## src/rtl/instr_encoder_if.sv

```systemverilog
// -----------------------------------------------------------------------------
// instr_encoder_if
// Bundles the sequencer-facing request handshake, the IMEM write port and the
// status outputs of instr_encoder.
//   master : sequencer side (drives start and the request, observes the rest)
//   slave  : encoder side
// Signals:
//   start                  clear pointer / wr_count / full / err
//   req_valid / req_ready  request handshake
//   fmt, funct3, funct7, rs1, rs2, rd, imm   instruction description
//   imem_we, imem_addr, imem_wdata           IMEM write port
//   wr_count, full, err, err_code            status
// -----------------------------------------------------------------------------
interface instr_encoder_if #(
  parameter int ADDR_W = 8
) ();
  logic              start;
  logic              req_valid;
  logic              req_ready;
  logic [2:0]        fmt;
  logic [2:0]        funct3;
  logic [6:0]        funct7;
  logic [4:0]        rs1;
  logic [4:0]        rs2;
  logic [4:0]        rd;
  logic [31:0]       imm;
  logic              imem_we;
  logic [ADDR_W-1:0] imem_addr;
  logic [31:0]       imem_wdata;
  logic [ADDR_W:0]   wr_count;
  logic              full;
  logic              err;
  logic [1:0]        err_code;

  modport master (
    output start, req_valid, fmt, funct3, funct7, rs1, rs2, rd, imm,
    input  req_ready, imem_we, imem_addr, imem_wdata, wr_count, full, err, err_code
  );

  modport slave (
    input  start, req_valid, fmt, funct3, funct7, rs1, rs2, rd, imm,
    output req_ready, imem_we, imem_addr, imem_wdata, wr_count, full, err, err_code
  );
endinterface

```

## src/rtl/instr_encoder.sv

```systemverilog
// -----------------------------------------------------------------------------
// instr_encoder
// Packs one instruction description per handshake into a 32-bit RISC-V word
// and writes it to instruction memory at an auto-incrementing word address.
// Ports:
//   clk   rising-edge clock
//   rst   asynchronous active-high reset
//   bus   instr_encoder_if.slave (request handshake, IMEM write port, status)
// Optional feature macro: ENC_RANGE_CHECK_EN
//   defined   -> immediates that do not fit their field are rejected
//                (err_code 2, no write)
//   undefined -> immediates are silently truncated to the field bits
// -----------------------------------------------------------------------------
module instr_encoder #(
  parameter int ADDR_W = 8
) (
  input  logic            clk,
  input  logic            rst,
  instr_encoder_if.slave  bus
);

  localparam logic [6:0] OP_R = 7'b0110011;
  localparam logic [6:0] OP_I = 7'b0010011;
  localparam logic [6:0] OP_S = 7'b0100011;
  localparam logic [6:0] OP_B = 7'b1100011;
  localparam logic [6:0] OP_J = 7'b1101111;
  localparam logic [6:0] OP_U = 7'b0110111;

  localparam logic [2:0] FMT_R = 3'd0;
  localparam logic [2:0] FMT_I = 3'd1;
  localparam logic [2:0] FMT_S = 3'd2;
  localparam logic [2:0] FMT_B = 3'd3;
  localparam logic [2:0] FMT_J = 3'd4;
  localparam logic [2:0] FMT_U = 3'd5;

  // wr_count value just before the final word is written
  localparam logic [ADDR_W:0] LAST_CNT = (ADDR_W+1)'((1 << ADDR_W) - 1);

  typedef enum logic [1:0] {
    S_IDLE  = 2'd0,
    S_WRITE = 2'd1,
    S_FULL  = 2'd2
  } state_t;

  state_t            r_state;
  logic              r_req_ready;
  logic              r_imem_we;
  logic [31:0]       r_word;
  logic [ADDR_W-1:0] r_ptr;
  logic [ADDR_W:0]   r_wr_count;
  logic              r_err;
  logic [1:0]        r_err_code;

  logic [31:0]       w_word;
  logic              w_legal;
  logic              w_range_ok;

  // Field packing; unused fields of a format are simply not referenced.
  always_comb begin
    w_word  = 32'd0;
    w_legal = 1'b1;
    case (bus.fmt)
      FMT_R:   w_word = {bus.funct7, bus.rs2, bus.rs1, bus.funct3, bus.rd, OP_R};
      FMT_I:   w_word = {bus.imm[11:0], bus.rs1, bus.funct3, bus.rd, OP_I};
      FMT_S:   w_word = {bus.imm[11:5], bus.rs2, bus.rs1, bus.funct3, bus.imm[4:0], OP_S};
      FMT_B:   w_word = {bus.imm[12], bus.imm[10:5], bus.rs2, bus.rs1, bus.funct3,
                         bus.imm[4:1], bus.imm[11], OP_B};
      FMT_J:   w_word = {bus.imm[20], bus.imm[10:1], bus.imm[11], bus.imm[19:12],
                         bus.rd, OP_J};
      FMT_U:   w_word = {bus.imm[31:12], bus.rd, OP_U};
      default: w_legal = 1'b0;
    endcase
  end

`ifdef ENC_RANGE_CHECK_EN
  // An immediate fits when every bit above the field's sign bit is a copy of
  // it; branch/jump offsets must additionally be even.
  always_comb begin
    w_range_ok = 1'b1;
    case (bus.fmt)
      FMT_I, FMT_S: w_range_ok = (&bus.imm[31:11]) | ~(|bus.imm[31:11]);
      FMT_B:        w_range_ok = ((&bus.imm[31:12]) | ~(|bus.imm[31:12])) & ~bus.imm[0];
      FMT_J:        w_range_ok = ((&bus.imm[31:20]) | ~(|bus.imm[31:20])) & ~bus.imm[0];
      FMT_U:        w_range_ok = ~(|bus.imm[11:0]);
      default:      w_range_ok = 1'b1;
    endcase
  end
`else
  assign w_range_ok = 1'b1;
`endif

  // req_ready and imem_we are registered alongside the state so they are pure
  // functions of the current state.
  always_ff @(posedge clk or posedge rst) begin
    if (rst) begin
      r_state     <= S_IDLE;
      r_req_ready <= 1'b1;
      r_imem_we   <= 1'b0;
      r_word      <= 32'd0;
      r_ptr       <= '0;
      r_wr_count  <= '0;
      r_err       <= 1'b0;
      r_err_code  <= 2'd0;
    end else begin
      case (r_state)
        S_IDLE: begin
          if (bus.start) begin
            r_ptr      <= '0;
            r_wr_count <= '0;
            r_err      <= 1'b0;
            r_err_code <= 2'd0;
          end else if (bus.req_valid) begin
            if (!w_legal) begin
              r_err      <= 1'b1;
              r_err_code <= 2'd1;
            end else if (!w_range_ok) begin
              r_err      <= 1'b1;
              r_err_code <= 2'd2;
            end else begin
              r_word      <= w_word;
              r_state     <= S_WRITE;
              r_req_ready <= 1'b0;
              r_imem_we   <= 1'b1;
            end
          end
        end

        S_WRITE: begin
          r_imem_we <= 1'b0;
          if (bus.start) begin
            // The write of this cycle still lands; counters restart afterwards.
            r_ptr       <= '0;
            r_wr_count  <= '0;
            r_err       <= 1'b0;
            r_err_code  <= 2'd0;
            r_state     <= S_IDLE;
            r_req_ready <= 1'b1;
          end else begin
            r_wr_count <= r_wr_count + 1'b1;
            if (r_wr_count == LAST_CNT) begin
              // Pointer holds at the last address rather than wrapping.
              r_state     <= S_FULL;
              r_req_ready <= 1'b0;
            end else begin
              r_ptr       <= r_ptr + 1'b1;
              r_state     <= S_IDLE;
              r_req_ready <= 1'b1;
            end
          end
        end

        S_FULL: begin
          if (bus.start) begin
            r_ptr       <= '0;
            r_wr_count  <= '0;
            r_err       <= 1'b0;
            r_err_code  <= 2'd0;
            r_state     <= S_IDLE;
            r_req_ready <= 1'b1;
          end else if (bus.req_valid) begin
            r_err      <= 1'b1;
            r_err_code <= 2'd3;
          end
        end

        default: begin
          r_state     <= S_IDLE;
          r_req_ready <= 1'b1;
          r_imem_we   <= 1'b0;
        end
      endcase
    end
  end

  assign bus.req_ready  = r_req_ready;
  assign bus.imem_we    = r_imem_we;
  assign bus.imem_addr  = r_ptr;
  assign bus.imem_wdata = r_word;
  assign bus.wr_count   = r_wr_count;
  // wr_count never exceeds 2^ADDR_W, so its MSB alone marks the full condition
  assign bus.full       = r_wr_count[ADDR_W];
  assign bus.err        = r_err;
  assign bus.err_code   = r_err_code;

endmodule

```

## src/flat_wrapper.sv

```systemverilog
// flat-port wrapper written by rule: the top's interface ports become plain ports
module instr_encoder_flat 
#(
  parameter int ADDR_W = 8
)
  (clk, rst, bus_start, bus_req_valid, bus_fmt, bus_funct3, bus_funct7, bus_rs1, bus_rs2, bus_rd, bus_imm, bus_req_ready, bus_imem_we, bus_imem_addr, bus_imem_wdata, bus_wr_count, bus_full, bus_err, bus_err_code);
  instr_encoder_if #(.ADDR_W(ADDR_W)) bus_i ();
  input  logic clk;
  input  logic rst;
  input wire logic [$bits(bus_i.start)-1:0] bus_start;
  input wire logic [$bits(bus_i.req_valid)-1:0] bus_req_valid;
  input wire logic [$bits(bus_i.fmt)-1:0] bus_fmt;
  input wire logic [$bits(bus_i.funct3)-1:0] bus_funct3;
  input wire logic [$bits(bus_i.funct7)-1:0] bus_funct7;
  input wire logic [$bits(bus_i.rs1)-1:0] bus_rs1;
  input wire logic [$bits(bus_i.rs2)-1:0] bus_rs2;
  input wire logic [$bits(bus_i.rd)-1:0] bus_rd;
  input wire logic [$bits(bus_i.imm)-1:0] bus_imm;
  output wire logic [$bits(bus_i.req_ready)-1:0] bus_req_ready;
  output wire logic [$bits(bus_i.imem_we)-1:0] bus_imem_we;
  output wire logic [$bits(bus_i.imem_addr)-1:0] bus_imem_addr;
  output wire logic [$bits(bus_i.imem_wdata)-1:0] bus_imem_wdata;
  output wire logic [$bits(bus_i.wr_count)-1:0] bus_wr_count;
  output wire logic [$bits(bus_i.full)-1:0] bus_full;
  output wire logic [$bits(bus_i.err)-1:0] bus_err;
  output wire logic [$bits(bus_i.err_code)-1:0] bus_err_code;
  assign bus_i.start = bus_start;
  assign bus_i.req_valid = bus_req_valid;
  assign bus_i.fmt = bus_fmt;
  assign bus_i.funct3 = bus_funct3;
  assign bus_i.funct7 = bus_funct7;
  assign bus_i.rs1 = bus_rs1;
  assign bus_i.rs2 = bus_rs2;
  assign bus_i.rd = bus_rd;
  assign bus_i.imm = bus_imm;
  assign bus_req_ready = bus_i.req_ready;
  assign bus_imem_we = bus_i.imem_we;
  assign bus_imem_addr = bus_i.imem_addr;
  assign bus_imem_wdata = bus_i.imem_wdata;
  assign bus_wr_count = bus_i.wr_count;
  assign bus_full = bus_i.full;
  assign bus_err = bus_i.err;
  assign bus_err_code = bus_i.err_code;
  instr_encoder #(.ADDR_W(ADDR_W)) u_core (.clk(clk), .rst(rst), .bus(bus_i));
endmodule
```

## config.mk

```make
export PLATFORM = sky130hd
export DESIGN_NAME = instr_encoder_flat
export DESIGN_NICKNAME = d
export VERILOG_FILES = /design/src/rtl/instr_encoder_if.sv /design/src/rtl/instr_encoder.sv /design/src/flat_wrapper.sv
export SDC_FILE = /design/constraint.sdc
export NUM_CORES = 1
export LEC_CHECK = 0
export ABC_AREA = 1
export CORE_MARGIN = 3
export CORE_UTILIZATION = 49
export CTS_BUF_LIST = sky130_fd_sc_hd__clkbuf_4
export CTS_CLUSTER_DIAMETER = 200
export DETAILED_ROUTE_END_ITERATION = 16
export PLACE_DENSITY_LB_ADDON = 0.2
export SYNTH_ARGS = -nofsm -noshare
export SYNTH_HDL_FRONTEND = slang
export SYNTH_SLANG_ARGS = --single-unit
```

## constraint.sdc

```tcl
create_clock -name clk -period 4.4 [get_ports clk]
set_input_delay 0.88 -clock clk [delete_from_list [all_inputs] [get_ports clk]]
set_output_delay 0.88 -clock clk [all_outputs]
set_load 0.05 [all_outputs]
```

==> metrics.md <==
| Metric | Value |
|---|---|
| Register area share after synthesis | 43.81% |
| Hold path startpoint | u_core.bus.req_ready |
| Vias per inst | 5.158 |
| Sink Count | 55 |
| Max cap viols | 0 |
| # setup viols final | 0 |
| First-pass GRT wire length | 14720 µm |
| DP HPWL | 6511 µm |
| # hold bufs at CTS | 0 |
| Post-CTS setup buffers | 0 |
| H-tree levels | 2 |
| Critical Path, Cell by Cell | clkdlybuf4s50_1 |
| Syn_area_per_cell | 7.504 µm² |
| Largest net degree at the start of global routing | 43 |
| Clock buffer depth | 2 |
| Synth-to-Final Area Change | 39.75% |
| Initial core utilization | 51.88% |
| Chip Width | 86.11 µm |
| Reg clk slew, reported paths | 160 ps |
| Cts bufs inserted | 5 |
| Yosys reg bits | 55 |
| Power density cells | 569.6 nW/µm² |
| Residual DRC | 0 |
| Core Box Area | 6061 µm² |
| Final Routed Wirelength | 8413 µm |
| FF-to-FF Start | u_core.r_state[0] |
| Ant. Diodes | 0 |
| CP Class | flip-flop to output pin |
| Final period util | 59.53% |
| Unique cell type count in the Yosys netlist | 32 |
| Sum Neg Setup Slack | 0 ps |
| Slowest stage delay, CP | 790 ps |
| DR vias | 3131 |
| Routed WL per cell | 13.86 µm |
| GRT Util Overall | 24.67% |
| Min-delay worst type | flip-flop to flip-flop |
| Initial antenna violation count | 0 |
| PostCTS Resize Cnt | 0 |
| Static Leak | 2.002 nW |
| Syn Nets | 495 |
| Cells after Synth | 419 |
| ANT nets after route | 0 |
| Nets | 607 |
| Unrepaired setup endpoints after global routing | no |
| Setup crit end kind | output pin |
| Top Family by Delay on Critical Path | buffers and inverters |
| CTS Root Cell | clkbuf_4 |
| Maximum VDD drop | 378.5 µV |
| Peak Freq | 0.3818 GHz |
| Yosys top cell area share | 42.98% |
| Worst Path Buf+Inv | 1 |
| Crit start category | flip-flop |
| Port Buffer Count | 118 |
| Synth area leaders | dfrtp_1, nand2_1, nor2_1 |
| Clk_lat worst skew | 380 ps |
| CP Data Required Time | 3520 ps |
| DR pass1 iterations | 4 |
| Synth Cell Area | 3144 µm² |
| Fin. max-slew vios | 0 |
| Total number of yosys warnings | 0 |
| Layout cell share with drive strength beyond 1 | 5.451% |
| Height of the die | 86.11 µm |
| GPL Wtd Cong | 0.9198 |
| Total power | 2.503 mW |
| Full die area | 7414 µm² |
| Min cycle time layout | 2619 ps |
| GRT overflow | 0 |
| Layout Skew | 9.526 ps |
| DRT iter0 DRCs | 109 |
| Num ports | 119 |
| Least-Margin Pin Slew | 822.2 ps |
| Slew headroom | 45.12% |
| Vias in the first global route | 3264 |
| Critical path's slowest cell | clkdlybuf4s50_1 |
| Critical path launch point | u_core.bus.req_ready |
| Std-Cell Rows | 28 |
| CP max FO | 2 |
| TritonCTS clock tree | yes |
| Leading area contributor after synthesis | dfrtp_1 |
| Outcome | complete, no violations |
| WP data arrival | 1740 ps |
| Final Hold Fails | 0 |
[cells by family after synthesis]
logic type	after synthesis	share of synthesized area [%]
adder cells (fa/ha/maj)	12	4.775
buffers and inverters	58	8.317
XOR/XNOR	1	0.2786
AO/OA/AOI/OAI	58	10.66
AND/OR/NAND/NOR	235	32.15
flip-flops	55	43.81
[layout make-up]
class / instances / area, µm²
multi-input combinational: 306 / 1505
clock inverter: 1 / 5.005
sequential: 55 / 1378
inverter: 43 / 163.9
fill: 481 / 1667
clock buffer: 7 / 52.55
timing repair buffer: 120 / 1196
tap: 75 / 93.84
[cell usage in the layout, fill, tap and decap left out, drive strengths merged, types with 4 or more instances in the layout]
cell type        n
dfrtp           54
o21ai           15
o22ai            4
inv             43
a31oi            4
clkdlybuf4s50  118
o31ai            8
a21oi           23
nand4            7
nand2          102
clkbuf           7
nor2            86
ha              12
nand3           36
[power by group]
group          switching (mW)  total (mW)  internal (mW)
Clock                   0.163       0.239         0.0752
Sequential              0.119       0.800          0.681
Combinational           0.978        1.46          0.486
[sequential cells by signal, summed over array words and instances (netlist names)]
register / cells
u_core.bus.imem_addr: 8
u_core.bus.wr_count: 9
u_core.bus.err_code: 2
u_core.bus.imem_wdata: 31
u_core.bus.req_ready: 1
u_core.bus.imem_we: 1
u_core.bus.err: 1
u_core.r_state: 2
[Yosys cell counts]
library cell / count
nand2_1: 100
nor2_1: 78
dfrtp_1: 54
inv_1: 40
nand3_1: 35
a21oi_1: 23
o21ai_0: 13
ha_1: 12
buf_2: 9
nand4_1: 7
o31ai_1: 7
nor2_2: 5
a31oi_1: 4
buf_4: 4
o22ai_1: 4
buf_6: 2
inv_2: 2
nor2_4: 2
nor3_1: 2
o21ai_1: 2
o21bai_1: 2
or2_2: 2
dfstp_2: 1
inv_4: 1
nand2_2: 1
nand2_4: 1
nand3_2: 1
nor2_8: 1
o211ai_1: 1
o21a_1: 1
o31ai_2: 1
xnor2_1: 1
[metal layers]
layer  track usage [%]  vias up  wire (µm)
met4             7.626        0        152
met3             6.916       16        670
met1             29.91     1427       3515
met2             42.40      117       4074
li1                  -     1571          -
met5                 0        -          0
[through the flow]
stage          util, %  worst slack [ps]  hold slack, ps  instances  cell area (µm²)
3_3_place_gp     71.55              1475           456.3        599             4337
2_1_floorplan        -              2179           522.5        419             3144
5_1_grt          72.50              1631           497.8        607             4394
6_report         72.50              1781           481.9        607             4394
3_5_place_dp     71.55              1424           459.5        599             4337
4_1_cts          72.50              1754           481.0        607             4394
[path summary, 6_finish.rpt]
check	slack, ps	endpoint	cells after the start
max	1780	bus_req_ready	1
min	480	u_core.bus.req_ready	2
max reg2reg	2360	u_core.bus.imem_wdata[19]	6
min reg2reg	480	u_core.bus.req_ready	2
max in group asynchronous	2810	u_core.bus.imem_addr[2]	3
min in group asynchronous	800	u_core.bus.wr_count[6]	2
No activity file was read; power rests on OpenSTA's default activity.
